### src/rtl/axil_cmd_master_if.sv
// AXI4-Lite bus bundle, 32-bit address and data.
// modport master : drives aw/w/ar requests and bready/rready
// modport slave  : drives awready/wready/arready and the b/r responses
interface axil_cmd_master_if;
   logic [31:0] awaddr;
   logic [2:0]  awprot;
   logic        awvalid;
   logic        awready;
   logic [31:0] wdata;
   logic [3:0]  wstrb;
   logic        wvalid;
   logic        wready;
   logic [1:0]  bresp;
   logic        bvalid;
   logic        bready;
   logic [31:0] araddr;
   logic [2:0]  arprot;
   logic        arvalid;
   logic        arready;
   logic [31:0] rdata;
   logic [1:0]  rresp;
   logic        rvalid;
   logic        rready;

   modport master (
      output awaddr, awprot, awvalid, input awready,
      output wdata, wstrb, wvalid, input wready,
      input bresp, bvalid, output bready,
      output araddr, arprot, arvalid, input arready,
      input rdata, rresp, rvalid, output rready
   );

   modport slave (
      input awaddr, awprot, awvalid, output awready,
      input wdata, wstrb, wvalid, output wready,
      output bresp, bvalid, input bready,
      input araddr, arprot, arvalid, output arready,
      output rdata, rresp, rvalid, input rready
   );
endinterface

### src/rtl/axil_cmd_master.sv
// axil_cmd_master: turns a command stream (single 32-bit register write/read)
// into one AXI4-Lite transaction at a time and returns the result on a
// response stream.
// Ports:
//   axilite_clk, axilite_rst  clock, synchronous active-high reset
//   cmd_*                     command stream (valid/ready, write flag,
//                             byte offset, write data, strobes)
//   rsp_*                     response stream (valid/ready, read data,
//                             BRESP/RRESP, timeout flag)
//   m_axil                    AXI4-Lite master port
// Optional feature: define AXIL_CMD_MASTER_TIMEOUT_EN to enable the B/R
// response watchdog (TIMEOUT_CYCLES); without it rsp_timeout is tied to 0.
module axil_cmd_master #(
   parameter logic [15:0] ADDR_SEGMENT   = 16'h0000,
   parameter int unsigned TIMEOUT_CYCLES = 1024
) (
   input  logic        axilite_clk,
   input  logic        axilite_rst,
   input  logic        cmd_valid,
   output logic        cmd_ready,
   input  logic        cmd_write,
   input  logic [15:0] cmd_offset,
   input  logic [31:0] cmd_wdata,
   input  logic [3:0]  cmd_wstrb,
   output logic        rsp_valid,
   input  logic        rsp_ready,
   output logic [31:0] rsp_rdata,
   output logic [1:0]  rsp_resp,
   output logic        rsp_timeout,
   axil_cmd_master_if.master m_axil
);
   // state   | meaning
   // IDLE    | cmd_ready high, waiting for a command
   // WR_REQ  | aw/w valid, each held until its own ready
   // WR_RESP | bready high, waiting for B
   // RD_REQ  | arvalid held until arready
   // RD_RESP | rready high, waiting for R
   // RSP     | rsp_valid held until rsp_ready
   // DRAIN   | swallow a late B/R after a timeout (watchdog build only)
   typedef enum logic [2:0] {IDLE, WR_REQ, WR_RESP, RD_REQ, RD_RESP, RSP, DRAIN} state_t;

   if (TIMEOUT_CYCLES < 2) begin : g_bad_timeout
      $error("TIMEOUT_CYCLES must be at least 2");
   end

   state_t      state;
   logic        cmd_ready_q;
   logic [31:0] addr_q;
   logic        unused_offset_lsbs;

   assign unused_offset_lsbs = ^cmd_offset[1:0];

   // Registered ready is preset during reset; masking keeps it low while
   // reset is held and lets it show 1 in the first cycle afterwards.
   assign cmd_ready     = cmd_ready_q & ~axilite_rst;
   assign m_axil.awaddr = addr_q;
   assign m_axil.araddr = addr_q;
   assign m_axil.awprot = 3'b000;
   assign m_axil.arprot = 3'b000;

`ifdef AXIL_CMD_MASTER_TIMEOUT_EN
   localparam int unsigned CNT_W = $clog2(TIMEOUT_CYCLES);
   localparam logic [CNT_W-1:0] CNT_LOAD = CNT_W'(TIMEOUT_CYCLES - 1);

   logic [CNT_W-1:0] wd_cnt;
   logic             late_pending;
   logic             timeout_q;
   logic             late_hit;

   // After a timeout bready/rready stay high only to absorb the late beat.
   assign late_hit    = (m_axil.bready && m_axil.bvalid) || (m_axil.rready && m_axil.rvalid);
   assign rsp_timeout = timeout_q;
`else
   assign rsp_timeout = 1'b0;
`endif

   always_ff @(posedge axilite_clk) begin
      if (axilite_rst) begin
         state          <= IDLE;
         cmd_ready_q    <= 1'b1;
         addr_q         <= '0;
         m_axil.wdata   <= '0;
         m_axil.wstrb   <= '0;
         m_axil.awvalid <= 1'b0;
         m_axil.wvalid  <= 1'b0;
         m_axil.bready  <= 1'b0;
         m_axil.arvalid <= 1'b0;
         m_axil.rready  <= 1'b0;
         rsp_valid      <= 1'b0;
         rsp_rdata      <= '0;
         rsp_resp       <= '0;
`ifdef AXIL_CMD_MASTER_TIMEOUT_EN
         wd_cnt         <= '0;
         late_pending   <= 1'b0;
         timeout_q      <= 1'b0;
`endif
      end else begin
         case (state)
            IDLE: begin
               if (cmd_valid && cmd_ready_q) begin
                  cmd_ready_q  <= 1'b0;
                  addr_q       <= {ADDR_SEGMENT, cmd_offset[15:2], 2'b00};
                  m_axil.wdata <= cmd_wdata;
                  m_axil.wstrb <= cmd_wstrb;
                  if (cmd_write) begin
                     m_axil.awvalid <= 1'b1;
                     m_axil.wvalid  <= 1'b1;
                     state          <= WR_REQ;
                  end else begin
                     m_axil.arvalid <= 1'b1;
                     state          <= RD_REQ;
                  end
               end
            end
            WR_REQ: begin
               if (m_axil.awready) m_axil.awvalid <= 1'b0;
               if (m_axil.wready)  m_axil.wvalid  <= 1'b0;
               if ((!m_axil.awvalid || m_axil.awready) && (!m_axil.wvalid || m_axil.wready)) begin
                  m_axil.bready <= 1'b1;
                  state         <= WR_RESP;
`ifdef AXIL_CMD_MASTER_TIMEOUT_EN
                  wd_cnt        <= CNT_LOAD;
`endif
               end
            end
            WR_RESP: begin
               if (m_axil.bvalid) begin
                  m_axil.bready <= 1'b0;
                  rsp_rdata     <= '0;
                  rsp_resp      <= m_axil.bresp;
                  rsp_valid     <= 1'b1;
                  state         <= RSP;
`ifdef AXIL_CMD_MASTER_TIMEOUT_EN
                  timeout_q     <= 1'b0;
               end else if (wd_cnt == '0) begin
                  rsp_rdata     <= '0;
                  rsp_resp      <= 2'b10;
                  rsp_valid     <= 1'b1;
                  timeout_q     <= 1'b1;
                  late_pending  <= 1'b1;
                  state         <= RSP;
               end else begin
                  wd_cnt        <= wd_cnt - 1'b1;
`endif
               end
            end
            RD_REQ: begin
               if (m_axil.arready) begin
                  m_axil.arvalid <= 1'b0;
                  m_axil.rready  <= 1'b1;
                  state          <= RD_RESP;
`ifdef AXIL_CMD_MASTER_TIMEOUT_EN
                  wd_cnt         <= CNT_LOAD;
`endif
               end
            end
            RD_RESP: begin
               if (m_axil.rvalid) begin
                  m_axil.rready <= 1'b0;
                  rsp_rdata     <= m_axil.rdata;
                  rsp_resp      <= m_axil.rresp;
                  rsp_valid     <= 1'b1;
                  state         <= RSP;
`ifdef AXIL_CMD_MASTER_TIMEOUT_EN
                  timeout_q     <= 1'b0;
               end else if (wd_cnt == '0) begin
                  rsp_rdata     <= '0;
                  rsp_resp      <= 2'b10;
                  rsp_valid     <= 1'b1;
                  timeout_q     <= 1'b1;
                  late_pending  <= 1'b1;
                  state         <= RSP;
               end else begin
                  wd_cnt        <= wd_cnt - 1'b1;
`endif
               end
            end
            RSP: begin
`ifdef AXIL_CMD_MASTER_TIMEOUT_EN
               if (late_pending && late_hit) begin
                  late_pending  <= 1'b0;
                  m_axil.bready <= 1'b0;
                  m_axil.rready <= 1'b0;
               end
               if (rsp_ready) begin
                  rsp_valid <= 1'b0;
                  if (late_pending && !late_hit) begin
                     state <= DRAIN;
                  end else begin
                     cmd_ready_q <= 1'b1;
                     state       <= IDLE;
                  end
               end
`else
               if (rsp_ready) begin
                  rsp_valid   <= 1'b0;
                  cmd_ready_q <= 1'b1;
                  state       <= IDLE;
               end
`endif
            end
            DRAIN: begin
`ifdef AXIL_CMD_MASTER_TIMEOUT_EN
               if (late_hit) begin
                  late_pending  <= 1'b0;
                  m_axil.bready <= 1'b0;
                  m_axil.rready <= 1'b0;
                  cmd_ready_q   <= 1'b1;
                  state         <= IDLE;
               end
`else
               cmd_ready_q <= 1'b1;
               state       <= IDLE;
`endif
            end
            default: begin
               cmd_ready_q <= 1'b1;
               state       <= IDLE;
            end
         endcase
      end
   end
endmodule

### src/flat_wrapper.sv
// flat-port wrapper written by rule: the top's interface ports become plain ports
module axil_cmd_master_flat 
#(
   parameter logic [15:0] ADDR_SEGMENT   = 16'h0000,
   parameter int unsigned TIMEOUT_CYCLES = 1024
)
  (axilite_clk, axilite_rst, cmd_valid, cmd_ready, cmd_write, cmd_offset, cmd_wdata, cmd_wstrb, rsp_valid, rsp_ready, rsp_rdata, rsp_resp, rsp_timeout, m_axil_awaddr, m_axil_awprot, m_axil_awvalid, m_axil_awready, m_axil_wdata, m_axil_wstrb, m_axil_wvalid, m_axil_wready, m_axil_bresp, m_axil_bvalid, m_axil_bready, m_axil_araddr, m_axil_arprot, m_axil_arvalid, m_axil_arready, m_axil_rdata, m_axil_rresp, m_axil_rvalid, m_axil_rready);
  axil_cmd_master_if m_axil_i ();
  input  logic axilite_clk;
  input  logic axilite_rst;
  input  logic cmd_valid;
  output logic cmd_ready;
  input  logic cmd_write;
  input  logic [15:0] cmd_offset;
  input  logic [31:0] cmd_wdata;
  input  logic [3:0] cmd_wstrb;
  output logic rsp_valid;
  input  logic rsp_ready;
  output logic [31:0] rsp_rdata;
  output logic [1:0] rsp_resp;
  output logic rsp_timeout;
  output wire logic [$bits(m_axil_i.awaddr)-1:0] m_axil_awaddr;
  output wire logic [$bits(m_axil_i.awprot)-1:0] m_axil_awprot;
  output wire logic [$bits(m_axil_i.awvalid)-1:0] m_axil_awvalid;
  input wire logic [$bits(m_axil_i.awready)-1:0] m_axil_awready;
  output wire logic [$bits(m_axil_i.wdata)-1:0] m_axil_wdata;
  output wire logic [$bits(m_axil_i.wstrb)-1:0] m_axil_wstrb;
  output wire logic [$bits(m_axil_i.wvalid)-1:0] m_axil_wvalid;
  input wire logic [$bits(m_axil_i.wready)-1:0] m_axil_wready;
  input wire logic [$bits(m_axil_i.bresp)-1:0] m_axil_bresp;
  input wire logic [$bits(m_axil_i.bvalid)-1:0] m_axil_bvalid;
  output wire logic [$bits(m_axil_i.bready)-1:0] m_axil_bready;
  output wire logic [$bits(m_axil_i.araddr)-1:0] m_axil_araddr;
  output wire logic [$bits(m_axil_i.arprot)-1:0] m_axil_arprot;
  output wire logic [$bits(m_axil_i.arvalid)-1:0] m_axil_arvalid;
  input wire logic [$bits(m_axil_i.arready)-1:0] m_axil_arready;
  input wire logic [$bits(m_axil_i.rdata)-1:0] m_axil_rdata;
  input wire logic [$bits(m_axil_i.rresp)-1:0] m_axil_rresp;
  input wire logic [$bits(m_axil_i.rvalid)-1:0] m_axil_rvalid;
  output wire logic [$bits(m_axil_i.rready)-1:0] m_axil_rready;
  assign m_axil_awaddr = m_axil_i.awaddr;
  assign m_axil_awprot = m_axil_i.awprot;
  assign m_axil_awvalid = m_axil_i.awvalid;
  assign m_axil_i.awready = m_axil_awready;
  assign m_axil_wdata = m_axil_i.wdata;
  assign m_axil_wstrb = m_axil_i.wstrb;
  assign m_axil_wvalid = m_axil_i.wvalid;
  assign m_axil_i.wready = m_axil_wready;
  assign m_axil_i.bresp = m_axil_bresp;
  assign m_axil_i.bvalid = m_axil_bvalid;
  assign m_axil_bready = m_axil_i.bready;
  assign m_axil_araddr = m_axil_i.araddr;
  assign m_axil_arprot = m_axil_i.arprot;
  assign m_axil_arvalid = m_axil_i.arvalid;
  assign m_axil_i.arready = m_axil_arready;
  assign m_axil_i.rdata = m_axil_rdata;
  assign m_axil_i.rresp = m_axil_rresp;
  assign m_axil_i.rvalid = m_axil_rvalid;
  assign m_axil_rready = m_axil_i.rready;
  axil_cmd_master #(.ADDR_SEGMENT(ADDR_SEGMENT), .TIMEOUT_CYCLES(TIMEOUT_CYCLES)) u_core (.axilite_clk(axilite_clk), .axilite_rst(axilite_rst), .cmd_valid(cmd_valid), .cmd_ready(cmd_ready), .cmd_write(cmd_write), .cmd_offset(cmd_offset), .cmd_wdata(cmd_wdata), .cmd_wstrb(cmd_wstrb), .rsp_valid(rsp_valid), .rsp_ready(rsp_ready), .rsp_rdata(rsp_rdata), .rsp_resp(rsp_resp), .rsp_timeout(rsp_timeout), .m_axil(m_axil_i));
endmodule
### config.mk
export PLATFORM = sky130hd
export DESIGN_NAME = axil_cmd_master_flat
export DESIGN_NICKNAME = d
export VERILOG_FILES = /design/src/rtl/axil_cmd_master_if.sv /design/src/rtl/axil_cmd_master.sv /design/src/flat_wrapper.sv
export SDC_FILE = /design/constraint.sdc
export NUM_CORES = 1
export LEC_CHECK = 0
export ABC_AREA = 1
export CAP_MARGIN = 5
export CORE_ASPECT_RATIO = 0.5
export CORE_MARGIN = 2
export CORE_UTILIZATION = 38
export CTS_CLUSTER_DIAMETER = 200
export DETAILED_ROUTE_END_ITERATION = 12
export GPL_TIMING_DRIVEN = 0
export PLACE_DENSITY = 0.82
export SYNTH_ARGS = -nofsm -noshare
export SYNTH_HDL_FRONTEND = slang
export SYNTH_SLANG_ARGS = --single-unit
### constraint.sdc
create_clock -name axilite_clk -period 1.53 [get_ports axilite_clk]
set_input_delay 0.306 -clock axilite_clk [delete_from_list [all_inputs] [get_ports axilite_clk]]
set_output_delay 0.306 -clock axilite_clk [all_outputs]
set_load 0.02 [all_outputs]
* Yosys cells after proc, flatten, opt, wreduce, memory -nomap -nowiden
Index checks and enable logic that the tools add are counted.
** Operators by class
- Multiplexer cells :: 37
- Reductions and logical operators :: 24
- Equal/unequal tests :: 15
- Bitwise gates (word level) :: 3
** Operators with widths (number)
- 2-to-1 mux 32 bit :: 2
- one-hot mux 32 bit (2 select lines) :: 1
- 2-to-1 mux 3 bit :: 6
- one-hot mux 3 bit (6 select lines) :: 1
- 2-to-1 mux 1 bit :: 16
- inequality test 2 bit, second input constant :: 8
- AND reduction 4 bit :: 4
- AND reduction 3 bit :: 4
- one-hot mux 1 bit (2 select lines) :: 5
- nonzero test 2 bit :: 5
- equality test 3 x 2 -> 1 bit, second input constant :: 2
- equality test 3 bit, second input constant :: 2
- 2-to-1 mux 2 bit :: 3
- one-hot mux 1 bit (3 select lines) :: 2
- AND reduction 6 bit :: 1
- inequality test 2 x 1 -> 1 bit, second input constant :: 2
- one-hot mux 2 bit (2 select lines) :: 1
- OR reduction 4 bit :: 1
- equality test 3 x 1 -> 1 bit, second input constant :: 1
- zero test 3 bit :: 1
- nonzero test 3 bit :: 1
- logical AND 1 bit :: 2
- zero test 1 bit :: 2
- logical OR 1 bit :: 2
- other kinds (3) :: 4
** Storage, ports and cells
- Output and inout port bits :: 148
- Bits in registers :: 94
- Input bits :: 98

* Longest topological paths before layout
Gate-level depths: netlist (run 1).
- Depth after elaboration :: 5
- Gate-level depth with buffers :: 11

* Least setup slack after synthesis (run 1)
Ideal clock, no wire load.
- Path type :: in2out
- Start :: in axilite_rst
- End :: out cmd_ready
- Arrival time :: 1.160 ns
- Data required time :: 1.224 ns
- Setup slack :: 0.064 ns
- Stages :: 4
- Cells stage by stage :: clkbuf_1 clkbuf_1 buf_2 nor2_1
** On the way
- Word-level cells in the longest chain between the ends :: 2
** RTL lines
- start, declared :: RTL line flat_wrapper.sv:10 : input logic axilite_rst;
- NOT 1 bit :: RTL line axil_cmd_master.sv:55 : assign cmd_ready = cmd_ready_q & ~axilite_rst;
- AND 1 bit :: RTL line axil_cmd_master.sv:55
- end, declared :: RTL line flat_wrapper.sv:12 : output logic cmd_ready;
No other way between the ends.

* Worst setup path in the final report (run 1)
- Start :: reg u_core.state[1]
- End :: reg u_core.rsp_rdata[7]
** On the way
- Word-level cells in the longest chain between the ends :: 3
- Elaborated cells on any way between the ends :: 7
- Classes of those cells :: 4 x eq/ne; 1 x mux; 2 x reduce/logical
** RTL lines
- start, declared :: RTL line axil_cmd_master.sv:46 : state_t state;
- start signal, assigned :: RTL line axil_cmd_master.sv:79 : state <= IDLE;
- start signal, assigned :: RTL line axil_cmd_master.sv:108 : state <= WR_REQ;
- start signal, assigned :: RTL line axil_cmd_master.sv:111 : state <= RD_REQ;
- equality test 3 bit / equality test 3 x 2 -> 1 bit (equally long branches) :: RTL line axil_cmd_master.sv:98 : case (state)
- inequality test 2 bit (no source line) / nonzero test 2 bit (equally long branches)
- AND reduction 3 bit (no source line)
- end signal, assigned :: RTL line axil_cmd_master.sv:160 : rsp_rdata <= m_axil.rdata;
- end, declared :: RTL line axil_cmd_master.sv:27 : output logic [31:0] rsp_rdata,
Several ways; a longest one is shown, not always the timed one.
A chain may end at the register's enable or synchronous reset.

==> impl_results.md, run 1 <==
* Ports at 246
* RR Endpoint: u_core.rsp_rdata[7]
* Inst Count DP at 948
* Hold Path Depth at 2
* Die area at 0.01210 mm2
* CP max stage cell: dfxtp_1
* Post-synthesis sequential area ratio at 44.26%
* Max Root-Sink Buffers at 2
* Pwr dens at 1420 mW/mm2
* Hold EP: u_core.rsp_resp[1]
* Drt drc at 0
* Endpoint class of the critical path: flip-flop
* RSZ-0062 raised after global routing: yes
* Post-synthesis cell type count at 27
* Worst hold start: u_core.rsp_resp[1]
* Clk pin slew, worst setup/hold paths at 0.06 ns
* Crit path cell chain: buf_6, nor2_4, nand2_4, nand2_4, nand3_4, clkbuf_16, nand2_1, o21a_1, nor2_1
* Core area at 0.01095 mm2
* Ratio of cells with drive above 1 in the final layout at 15.58%
* Die X at 153.6 um
* Crit start category: flip-flop
* Max cap viols at 0
* CP arrival at 1.72 ns
* Cells after Synth at 562
* Clock Tree Root: clkbuf_16
* CTS tree: done
* Area after DPL at 0.006583 mm2
* Synthesized area per cell at 7.565 um2
* Largest net degree at the start of global routing at 15
* Pre-antenna DRT Iters at 4
* Synth Warn # at 0
* GRT Residual Overflow at 0
* # setup viols final at 0
* Antenna fix cells at 0
* Post-synthesis register bit count at 94
* Worst Clk Skew at 0.005693 ns
* Power Internal at 6.106 mW
* Setup TNS at 0 ns
* Finished Core Util at 63.47%
* Period minus WS final at 1.518 ns
* CTS Buf Count at 9
* Detail Placement HPWL at 9679 um
* Total number of placement rows at 27
* Cell Area, Synth at 0.004252 mm2
* Clk network pwr share at 22.8%
* Tcrit/Tclk final at 99.23%
* CP dominant cell by count: nand2_4
* CTS HTree Levels at 3
* Routed vias/inst at 4.590
* Status: completed
* Worst hold path type: flip-flop to flip-flop
* GRT Resource Usage Total at 19.87%
* Achievable Freq at 0.6587 GHz
* Top Family by Delay on Critical Path: simple AND/OR/NAND/NOR gates
* Switching Power at 3.760 mW
* Reg area at 0.001883 mm2
* PortBufs at 199
* Vias in the first global route at 4,209
* Clk Latency, worst-skew pair at 0.33 ns
* CP max stage delay at 0.31 ns
* Gate power share at 45.6%
* Initial antenna violation count at 0
* Number of fill cells at 989
* R2R Setup Slk at 0.01 ns
* Area taken by multi-input logic gates at 0.001783 mm2
* Routability Congestion at 0.8798
* Final non-filler cell total at 973
* Max-slew violation count at 0
* Hold_buf cts at 0
* Final instance area at 0.006947 mm2
* Initial Utilization at 38.84%
* DR WL/cell at 13.09 um
* # nets final at 921
* IR Drop Worst-Case VDD at 0.0006988 V
* Worst-case reg-to-reg path depth at 9
* Die H at 78.80 um
* Register share of total power at 31.7%
* Antenna Violating Nets Remaining at 0
* Via count at 4,466
* Crit path depth at 9
* Area Overhead vs Synth at 63.39%
* Iter 0 DRT Violations at 140
* Hold WS at 0.4445 ns
* WS Path Type: flip-flop to flip-flop
* Switch share at 38.11%
* CP bufs+invs at 2
* First-pass GRT wire length at 19,600 um
* Clock sinks at 94
* Critical register-to-register path startpoint: u_core.state[1]
* LEAKAGE at 3.481 nW
* CP required at 1.73 ns
* DRT Wirelength at 12,740 um
* Final hold vios at 0
* CP max FO at 7
routing by layer:
layer	GRT usage, %	part of all wire (%)	routed length, um	vias up
li1	-	-	-	2205
met1	21.30	39	5001	2042
met2	37.02	50	6358	178
met3	5.131	6.6	839	41
met4	9.541	4.2	536	0
met5	0	0	0	-
what timing repair did:
item / CTS / global route
setup buffers: 2 / 6
resized for setup: 122 / 30
gates cloned: 0 / 1
endpoints found under the setup margin: 182 / 87
pin swaps: 1 / 5
cells in the mapped netlist:
| master | instances | share of area, % |
|---|---|---|
| a21oi_1 | 57 | 6.7 |
| nand3_2 | 1 | 0.24 |
| clkbuf_1 | 14 | 1.2 |
| nor2_4 | 1 | 0.26 |
| nand4_2 | 1 | 0.29 |
| o21ai_0 | 2 | 0.24 |
| dfxtp_1 | 94 | 44 |
| nor2_2 | 3 | 0.44 |
| nand3_4 | 1 | 0.41 |
| conb_1 | 1 | 0.088 |
| nand2_2 | 3 | 0.44 |
| inv_2 | 4 | 0.35 |
| o21ai_1 | 2 | 0.24 |
| buf_2 | 13 | 1.5 |
| nor2_1 | 44 | 3.9 |
| a41oi_1 | 1 | 0.21 |
| nand3b_1 | 2 | 0.35 |
| or2_1 | 1 | 0.15 |
| buf_6 | 3 | 0.79 |
| o21a_1 | 32 | 5.7 |
| nor4_1 | 1 | 0.15 |
| a211oi_2 | 1 | 0.29 |
| nand2_1 | 115 | 10 |
| inv_1 | 47 | 4.1 |
| nand3_1 | 56 | 6.6 |
| buf_4 | 60 | 11 |
| nand4_1 | 2 | 0.29 |
cells in the final DEF (no fill, tap or decap), drive strengths merged:
cell type	synthesis	final
nand2	118	118
dlygate4sd2	0	104
clkdlybuf4s50	0	94
dfxtp	94	94
buf	76	83
nand3	58	58
a21oi	57	57
inv	51	51
nor2	48	48
conb	1	43
o21a	32	32
clkbuf	14	30
o21ai	4	4
nand4	3	3
nand3b	2	2
nor4	1	1
a211oi	1	1
a41oi	1	1
or2	1	1
bufinv	0	1
clkinv	0	1
clkinvlp	0	1
state kept, by name (all words and copies together) (netlist names), 2 cells and up:
register and count:
u_core.m_axil.wdata 32, u_core.rsp_resp 2, u_core.state 3, u_core.m_axil.wstrb 4
u_core.m_axil.araddr 14, u_core.rsp_rdata 32
metrics by stage:
| step | setup WS (ns) | power (mW) |
|---|---|---|
| after CTS | -0.003030 | 9.556 |
| after global placement | -0.8564 | 7.414 |
| after global routing | -0.08132 | 10.43 |
| final | 0.01179 | 9.866 |
| after detailed placement | -0.8509 | 7.502 |
| after floorplan | 0.06395 | 5.820 |
power by group through the flow:
stage | logic, mW | clock network [mW] | registers [mW]
floorplan | 2.21 | 0 | 3.60
global placement | 4.25 | 0 | 3.16
detailed placement | 4.33 | 0 | 3.18
CTS | 4.14 | 2.30 | 3.11
global route | 4.84 | 2.40 | 3.18
finish | 4.50 | 2.25 | 3.12
logic make-up after synthesis:
logic type / share of synthesized area, %
buffers and inverters: 18.66
AND/OR/NAND/NOR: 23.66
flip-flops: 44.26
AO/OA/AOI/OAI: 13.33
other: 0.08820
area by class of cell:
class / count / area share (%)
multi-input combinational: 369 / 25.67
clock inverter: 3 / 0.6124
buffer: 90 / 9.438
clock buffer: 13 / 3.746
tap: 145 / 2.612
sequential: 94 / 27.11
inverter: 51 / 2.756
timing repair buffer: 208 / 28.06
worst max-delay path by stage:
stage / start / endpoint / slack [ns]
after floorplan: axilite_rst / cmd_ready / 0.06
after global placement: axilite_rst / cmd_ready / -0.86
after detailed placement: axilite_rst / cmd_ready / -0.85
after CTS: u_core.state[2] / u_core.m_axil.araddr[9] / -0.003
after global routing: u_core.state[1] / u_core.rsp_rdata[7] / -0.08
final: u_core.state[1] / u_core.rsp_rdata[7] / 0.01
tightest hold or removal path, stage by stage, from the launching register on:
cell and delay, ns:
dfxtp_1 0.30, inv_1 0.04, a21oi_1 0.05
(Power assumes the default switching activity.)
==> run 2, diff against run 1 <==
Settings changed: ABC_AREA 1 to 0, PLACE_DENSITY 0.82 to 0.83.
==> run 2 against run 1 <==
Against the previous run:
- final area decreased by 4.1%
- clock skew increased by 0.0010 ns
- largest power group unchanged
- non-clock buffer count increased by 7
- via count decreased by 1.6%
- critical path type is now flip-flop to primary output
- register-to-register slack improved by 0.05 ns
- worst setup slack improved by 0.036 ns
- utilization increased by 0.34 points
- maximum frequency increased by 2.4%
- synthesized cell count decreased by 10%
- largest cell class unchanged
==> impl_results.md, run 2 <==
* Status: completed (unchanged)
* Commonest register cell after synthesis: dfxtp_1 (unchanged)
* CTS tree: done (unchanged)
* Worst Clk Skew at 0.006696 ns (was 0.005693 ns)
* Post-synth top area cell: dfxtp_1 (unchanged)
* Number of fill cells at 942 (was 989)
* Post-synthesis mux area share at 0.7514% (was 0%)
* DRT Wirelength at 13,160 um (was 12,740 um)
* DR WL/cell at 14.59 um (was 13.09 um)
* Initial antenna violation count at 0 (unchanged)
* Area Overhead vs Synth at 60.05% (was 63.39%)
* Inst Count DP at 886 (was 948)
* Drt drc at 0 (unchanged)
* Ratio of cells with drive above 1 in the final layout at 14.57% (was 15.58%)
* Most frequent cell after synthesis: dfxtp_1 (was nand2_1)
* FFs w/ async S/R, synth at 0% (unchanged)
* CP arrival at 1.18 ns (was 1.72 ns)
* Core area at 0.01044 mm2 (was 0.01095 mm2)
* Compound-Gate Fraction of Synth Area at 20.26% (was 13.33%)
* Antenna fix cells at 0 (unchanged)
* Max-slew violation count at 0 (unchanged)
* Max Root-Sink Buffers at 2 (unchanged)
* Routability Congestion at 0.8510 (was 0.8798)
* Post-Synth Adder-Cell Area at 0% (unchanged)
* CP bufs+invs at 1 (was 2)
* # setup viols final at 0 (unchanged)
* Least-Margin Pin Slew at 0.5865 ns
* Achievable Freq at 0.6747 GHz (was 0.6587 GHz)
* Setup TNS at 0 ns (unchanged)
* Post-synthesis register bit count at 94 (unchanged)
* Reg area at 0.001882 mm2 (was 0.001883 mm2)
* Via count at 4,394 (was 4,466)
* CTS HTree Levels at 3 (unchanged)
* First-pass GRT wire length at 20,220 um (was 19,600 um)
* CP max stage delay at 0.42 ns (was 0.31 ns)
* LEAKAGE at 3.057 nW (was 3.481 nW)
* Synth Warn # at 0 (unchanged)
* Cell Area, Synth at 0.004163 mm2 (was 0.004252 mm2)
* Crit path cell chain: nor2b_1, clkdlybuf4s15_2 (was buf_6, nor2_4, nand2_4, nand2_4, nand3_4, clkbuf_16, nand2_1, o21a_1, nor2_1)
* PortBufs at 199 (unchanged)
* Clock Tree Root: clkbuf_16 (unchanged)
* Pre-antenna DRT Iters at 5 (was 4)
* Relative slew slack at 60.90%
* Largest family of logic cells by synthesized area: compound AO/OA/AOI/OAI gates (was simple AND/OR/NAND/NOR gates)
* Total number of placement rows at 26 (was 27)
* Number of synthesized flops with an enable pin at 0 (unchanged)
* Period minus WS final at 1.482 ns (was 1.518 ns)
* CP max stage cell: dfxtp_1 (unchanged)
* CTS Buf Count at 9 (unchanged)
* Cells after Synth at 505 (was 562)
* Vias in the first global route at 4,123 (was 4,209)
* IR Drop Worst-Case VDD at 0.0008207 V (was 0.0006988 V)
* # nets final at 855 (was 921)
* Share of the synthesized area in the top cell type at 45.21% (was 44.26%)
* GRT Residual Overflow at 0 (unchanged)
* Register share of total power at 33.4% (was 31.7%)
* CP required at 1.22 ns (was 1.73 ns)
* CP max FO at 7 (unchanged)
* Most frequent cells in the layout: dlygate4sd2_1 (104), clkdlybuf4s50_1 (94), dfxtp_1 (94), a21oi_1 (89), nand3_1 (82) (was nand2_1 (111), dlygate4sd2_1 (104), clkdlybuf4s50_1 (94), dfxtp_1 (93), buf_4 (71))
* Area taken by multi-input logic gates at 0.001739 mm2 (was 0.001783 mm2)
* Antenna Violating Nets Remaining at 0 (unchanged)
* Ports at 246 (unchanged)
* Xor/xnor share of the synthesized area at 0% (unchanged)
* Max cap viols at 0 (unchanged)
* Clk pin slew, worst setup/hold paths at 0.06 ns (about the same)
* Commonest cells post-synth: dfxtp_1 (94), a21oi_1 (89), nand3_1 (82), buf_4 (62), o21ai_0 (53) (was nand2_1 (115), dfxtp_1 (94), buf_4 (60), a21oi_1 (57), nand3_1 (56))
* Switch share at 38.60% (was 38.11%)
* Gate power share at 44.1% (was 45.6%)
* Final non-filler cell total at 902 (was 973)
* Clock sinks at 94 (unchanged)
* Crit start category: flip-flop (unchanged)
* Commonest non-fill, non-tap cell in the layout: dlygate4sd2_1 (was nand2_1)
* Total power at 9.388 mW (was 9.866 mW)
* Pwr dens at 1409 mW/mm2 (was 1420 mW/mm2)
* Post-synthesis cell type count at 37 (was 27)
* Detail Placement HPWL at 9921 um (was 9679 um)
* RSZ-0062 raised after global routing: yes (unchanged)
* Endpoint class of the critical path: primary output (was flip-flop)
* Initial Utilization at 39.86% (was 38.84%)
* Clk network pwr share at 22.5% (was 22.8%)
* WS Path Type: flip-flop to primary output (was flip-flop to flip-flop)
* GRT Resource Usage Total at 20.98% (was 19.87%)
* Post-synthesis sequential area ratio at 45.21% (was 44.26%)
* Die H at 78.01 um (was 78.80 um)
* Routed vias/inst at 4.871 (was 4.590)
* Die X at 152.0 um (was 153.6 um)
* Synthesized area per cell at 8.243 um2 (was 7.565 um2)
* Final hold vios at 0 (unchanged)
* Power Internal at 5.764 mW (was 6.106 mW)
* Top Family by Delay on Critical Path: flip-flops (was simple AND/OR/NAND/NOR gates)
* Setup Buffers After CTS at 0 (was 2)
* Worst hold path type: primary input to flip-flop (was flip-flop to flip-flop)
* Largest net degree at the start of global routing at 14 (was 15)
* Switching Power at 3.623 mW (was 3.760 mW)
* Iter 0 DRT Violations at 334 (was 140)
* Post-synthesis simple-gate area fraction at 16.89% (was 23.66%)
* Clk Latency, worst-skew pair at 0.33 ns (about the same)
* Synth top area cells: dfxtp_1 (45%), buf_4 (11%), a21oi_1 (11%) (was dfxtp_1 (44%), buf_4 (11%), nand2_1 (10%))
* Tcrit/Tclk final at 96.87% (was 99.23%)
* Die area at 0.01186 mm2 (was 0.01210 mm2)
-- run 2: changes by cell type in the layout (fill, tap and decap cells not counted), sizes merged, moves of 31 or more --
cell and change:
nand2 -82, o21ai +49, inv -48, nor2 -46, a21oi +32, o21a -31
-- run 2: final timing paths --
| path | slack [ns] | cells past startpoint | startpoint | end |
|---|---|---|---|---|
| max | 0.05 | 2 | u_core.cmd_ready_q | cmd_ready |
| min | 0.31 | 3 | axilite_rst | u_core.rsp_resp[0] |
| max reg2reg | 0.06 | 5 | u_core.state[0] | u_core.m_axil.araddr[12] |
| min reg2reg | 0.46 | 2 | u_core.rsp_rdata[20] | u_core.rsp_rdata[20] |
-- run 2: cell families (layout without fill, tap and decap cells) --
family | count (synthesis) | count (layout)
other | 1 | 43
buffers and inverters | 109 | 324
AOI/OAI and AO/OA | 159 | 159
DFF | 94 | 94
and+or+nand+nor | 139 | 139
muxes | 3 | 3
-- run 2: what timing repair did --
| action | in CTS | in global routing |
|---|---|---|
| resized for setup | 108 | 31 |
| endpoints found under the setup margin | 105 | 53 |
| hold endpoints to repair | 0 | 0 |
| hold buffers | 0 | 0 |
| cloned | 0 | 0 |
-- run 2: area by class of cell --
class / count / share of cell area, %
well taps: 140 / 2.629
multi-input cells: 344 / 26.10
plain buffers: 106 / 10.67
inverters: 3 / 0.1690
clock buffers: 16 / 4.225
flip-flops and latches: 94 / 28.24
repair buffers: 199 / 27.96
-- run 2: power by group through the flow --
stage	clock (mW)	combinational (mW)	sequential (mW)
6_report	2.11	4.14	3.14
5_1_grt	2.25	4.49	3.19
4_1_cts	2.15	4.08	3.14
3_5_place_dp	0	4.37	3.20
3_3_place_gp	0	4.32	3.18
2_1_floorplan	0	2.17	3.63
-- run 2: tightest hold or removal path, cell delays in order --
cell,delay [ns]
buf_2,0.14
a31o_1,0.12
a21oi_1,0.04
-- run 2: layer usage --
layer	vias up	GRT usage, %	part of all wire, %
met1	2034	25.04	41
met5	-	0	0
met4	0	7.196	1.9
met3	18	5.743	6.8
met2	174	36.89	50
li1	2168	-	-
-- run 2: stage by stage --
stage                     util (%)  hold slack, ns  area [um2]  setup slack [ns]
final                        63.80          0.3147        6663           0.04786
after CTS                    63.60          0.3029        6641          0.002838
after global placement       62.13          0.4431        6487           -0.2901
after global routing         63.80          0.3150        6663        -0.0007041
after detailed placement     62.13          0.4593        6487           -0.2854
after floorplan                  -          0.4221        4320            0.2756
==> run 3, diff against run 2 <==
Settings changed: CORE_MARGIN 2 to 4.
==> run 3 against run 2 <==
Against the previous run:
- worst setup slack better by 0.0054 ns
- flip-flop and latch count unchanged
- register-to-register slack is essentially flat
- power increased by 2.0%
- combinational power hardly changed
- die area grew 7.9%
- non-clock buffer count unchanged
- global-route usage decreased by 0.84 points
- hold slack better by 0.0020 ns
- final cell count did not move
- sequential power about the same
- largest cell class unchanged
==> impl_results.md, run 3 (same netlist as run 2, synthesis figures left out) <==
* Clk Latency, worst-skew pair at 0.34 ns (was 0.33 ns)
* Via count at 4,420 (was 4,394)
* Least-Margin Pin Slew at 0.6013 ns (was 0.5865 ns)
* Total number of placement rows at 26 (unchanged)
* Area Overhead vs Synth at 60.69% (was 60.05%)
* Core area at 0.01044 mm2 (unchanged)
* CP endpoint: cmd_ready (unchanged)
* Routability Congestion at 0.8542 (was 0.8510)
* Ratio of cells with drive above 1 in the final layout at 14.83% (was 14.57%)
* Iter 0 DRT Violations at 277 (was 334)
* Antenna fix cells at 0 (unchanged)
* Initial antenna violation count at 0 (unchanged)
* Crit start category: flip-flop (unchanged)
* Largest net degree at the start of global routing at 15 (was 14)
* Launch point of the critical path: u_core.cmd_ready_q (unchanged)
* GRT Resource Usage Total at 20.13% (was 20.98%)
* IR Drop Worst-Case VDD at 0.0007304 V (was 0.0008207 V)
* DRT Wirelength at 13,740 um (was 13,160 um)
* Max cap viols at 0 (unchanged)
* Clk pin slew, worst setup/hold paths at 0.06 ns (about the same)
* Vias in the first global route at 4,182 (was 4,123)
* Detail Placement HPWL at 10,460 um (was 9921 um)
* Achievable Freq at 0.6772 GHz (was 0.6747 GHz)
* CP max FO at 7 (unchanged)
* Worst Clk Skew at 0.01001 ns (was 0.006696 ns)
* Total power at 9.573 mW (was 9.388 mW)
* Pwr dens at 1431 mW/mm2 (was 1409 mW/mm2)
* CTS tree: done (unchanged)
* Endpoint class of the critical path: primary output (unchanged)
* Top Family by Delay on Critical Path: flip-flops (unchanged)
* First-pass GRT wire length at 20,500 um (was 20,220 um)
* WS Path Type: flip-flop to primary output (unchanged)
* DR WL/cell at 15.23 um (was 14.59 um)
* Routed vias/inst at 4.900 (was 4.871)
* Status: completed (unchanged)
* CP max stage delay at 0.38 ns (was 0.42 ns)
* Worst hold path type: primary input to flip-flop (unchanged)
* RSZ-0062 raised after global routing: yes (unchanged)
* CP max stage cell: dfxtp_2 (was dfxtp_1)
* Clock sinks at 94 (unchanged)
* Initial Utilization at 39.86% (unchanged)
* CP bufs+invs at 1 (unchanged)
* Hold_buf cts at 0 (unchanged)
* Crit path depth at 2 (unchanged)
* RR Endpoint: u_core.m_axil.araddr[7] (was u_core.m_axil.araddr[12])
* Crit path cell chain: nor2b_1, clkdlybuf4s15_2 (unchanged)
* Finished Core Util at 64.05% (was 63.80%)
* # setup viols final at 0 (unchanged)
* R2R Setup Slk at 0.07 ns (was 0.06 ns)
* Max Root-Sink Buffers at 2 (unchanged)
* Period minus WS final at 1.477 ns (was 1.482 ns)
* Reg area at 0.001884 mm2 (was 0.001882 mm2)
* Number of fill cells at 902 (was 942)
* Most frequent cells in the layout: dlygate4sd2_1 (104), clkdlybuf4s50_1 (94), dfxtp_1 (92), a21oi_1 (89), nand3_1 (82) (was dlygate4sd2_1 (104), clkdlybuf4s50_1 (94), dfxtp_1 (94), a21oi_1 (89), nand3_1 (82))
* CTS Buf Count at 9 (unchanged)
* Final hold vios at 0 (unchanged)
* Max-slew violation count at 0 (unchanged)
* Die X at 156.0 um (was 152.0 um)
* Worst-case reg-to-reg path depth at 4 (was 5)
* LEAKAGE at 3.063 nW (was 3.057 nW)
* Antenna Violating Nets Remaining at 0 (unchanged)
* Drt drc at 0 (unchanged)
* CTS HTree Levels at 3 (unchanged)
* Critical register-to-register path startpoint: u_core.state[2] (was u_core.state[0])
* Die area at 0.01279 mm2 (was 0.01186 mm2)
* Commonest non-fill, non-tap cell in the layout: dlygate4sd2_1 (unchanged)
* # nets final at 855 (unchanged)
* CP required at 1.22 ns (about the same)
* Relative slew slack at 59.91% (was 60.90%)
* Clock Tree Root: clkbuf_16 (unchanged)
* CP arrival at 1.17 ns (was 1.18 ns)
* PortBufs at 199 (unchanged)
* Die H at 82.01 um (was 78.01 um)
* GRT Residual Overflow at 0 (unchanged)
* Area taken by multi-input logic gates at 0.001744 mm2 (was 0.001739 mm2)
* Ports at 246 (unchanged)
* Tcrit/Tclk final at 96.52% (was 96.87%)
* Pre-antenna DRT Iters at 4 (was 5)
run 3: cell count changes in the layout (fill, tap and decap cells not counted), sizes merged:
cell	before	now
clkbuf	35	33
clkinvlp	0	1
buf	87	86
bufinv	0	1
clkinv	0	1
run 3: worst min path at each step:
stage	startpoint	to	slack, ns	depth (start not counted)
6_report	axilite_rst	u_core.rsp_resp[1]	0.32	3
3_5_place_dp	u_core.m_axil.bready	u_core.m_axil.bready	0.45	2
4_1_cts	axilite_rst	u_core.rsp_resp[1]	0.30	3
5_1_grt	axilite_rst	u_core.rsp_resp[1]	0.32	3
3_3_place_gp	u_core.m_axil.bready	u_core.m_axil.bready	0.44	2
2_1_floorplan	m_axil_arready	u_core.m_axil.arvalid	0.42	1
run 3: timing repair:
action,4_1_cts,5_1_grt
buffers inserted,0,0
setup endpoints to repair,105,59
resized for setup,108,30
run 3: final cells by class:
type | count | area share (%)
sequential | 94 | 28.17
timing repair buffer | 199 | 27.85
multi-input combinational | 344 | 26.08
buffer | 106 | 10.59
clock buffer | 13 | 3.891
tap | 140 | 2.619
clock inverter | 3 | 0.6360
inverter | 3 | 0.1684
run 3: per-stage QoR:
step / setup TNS [ns] / instances / hold WS (ns) / cell area (um2) / setup slack [ns]
after global placement: -15.44 / 886 / 0.4429 / 6487 / -0.2952
after detailed placement: -18.29 / 886 / 0.4507 / 6487 / -0.3370
after global routing: -0.002769 / 902 / 0.3157 / 6689 / -0.002769
after floorplan: 0 / 547 / 0.4221 / 4320 / 0.2756
after CTS: 0 / 902 / 0.2972 / 6663 / 0.006614
final: 0 / 902 / 0.3166 / 6689 / 0.05328
run 3: power by group:
group          internal, mW  switching, mW
sequential             2.89          0.251
combinational          1.64           2.54
clock                  1.36          0.908
run 3: layer usage:
| layer | part of all wire (%) | track usage (%) | wire length (um) | vias to the layer above |
|---|---|---|---|---|
| li1 | - | - | - | 2162 |
| met1 | 41 | 23.73 | 5602 | 2054 |
| met2 | 49 | 34.51 | 6799 | 171 |
| met3 | 6.9 | 5.842 | 951 | 33 |
| met4 | 2.8 | 9.170 | 387 | 0 |
| met5 | 0 | 0 | 0 | - |
run 3: tightest hold or removal path, stage by stage:
cell and delay (ns):
buf_2 0.15, a31o_1 0.11, a21oi_1 0.03
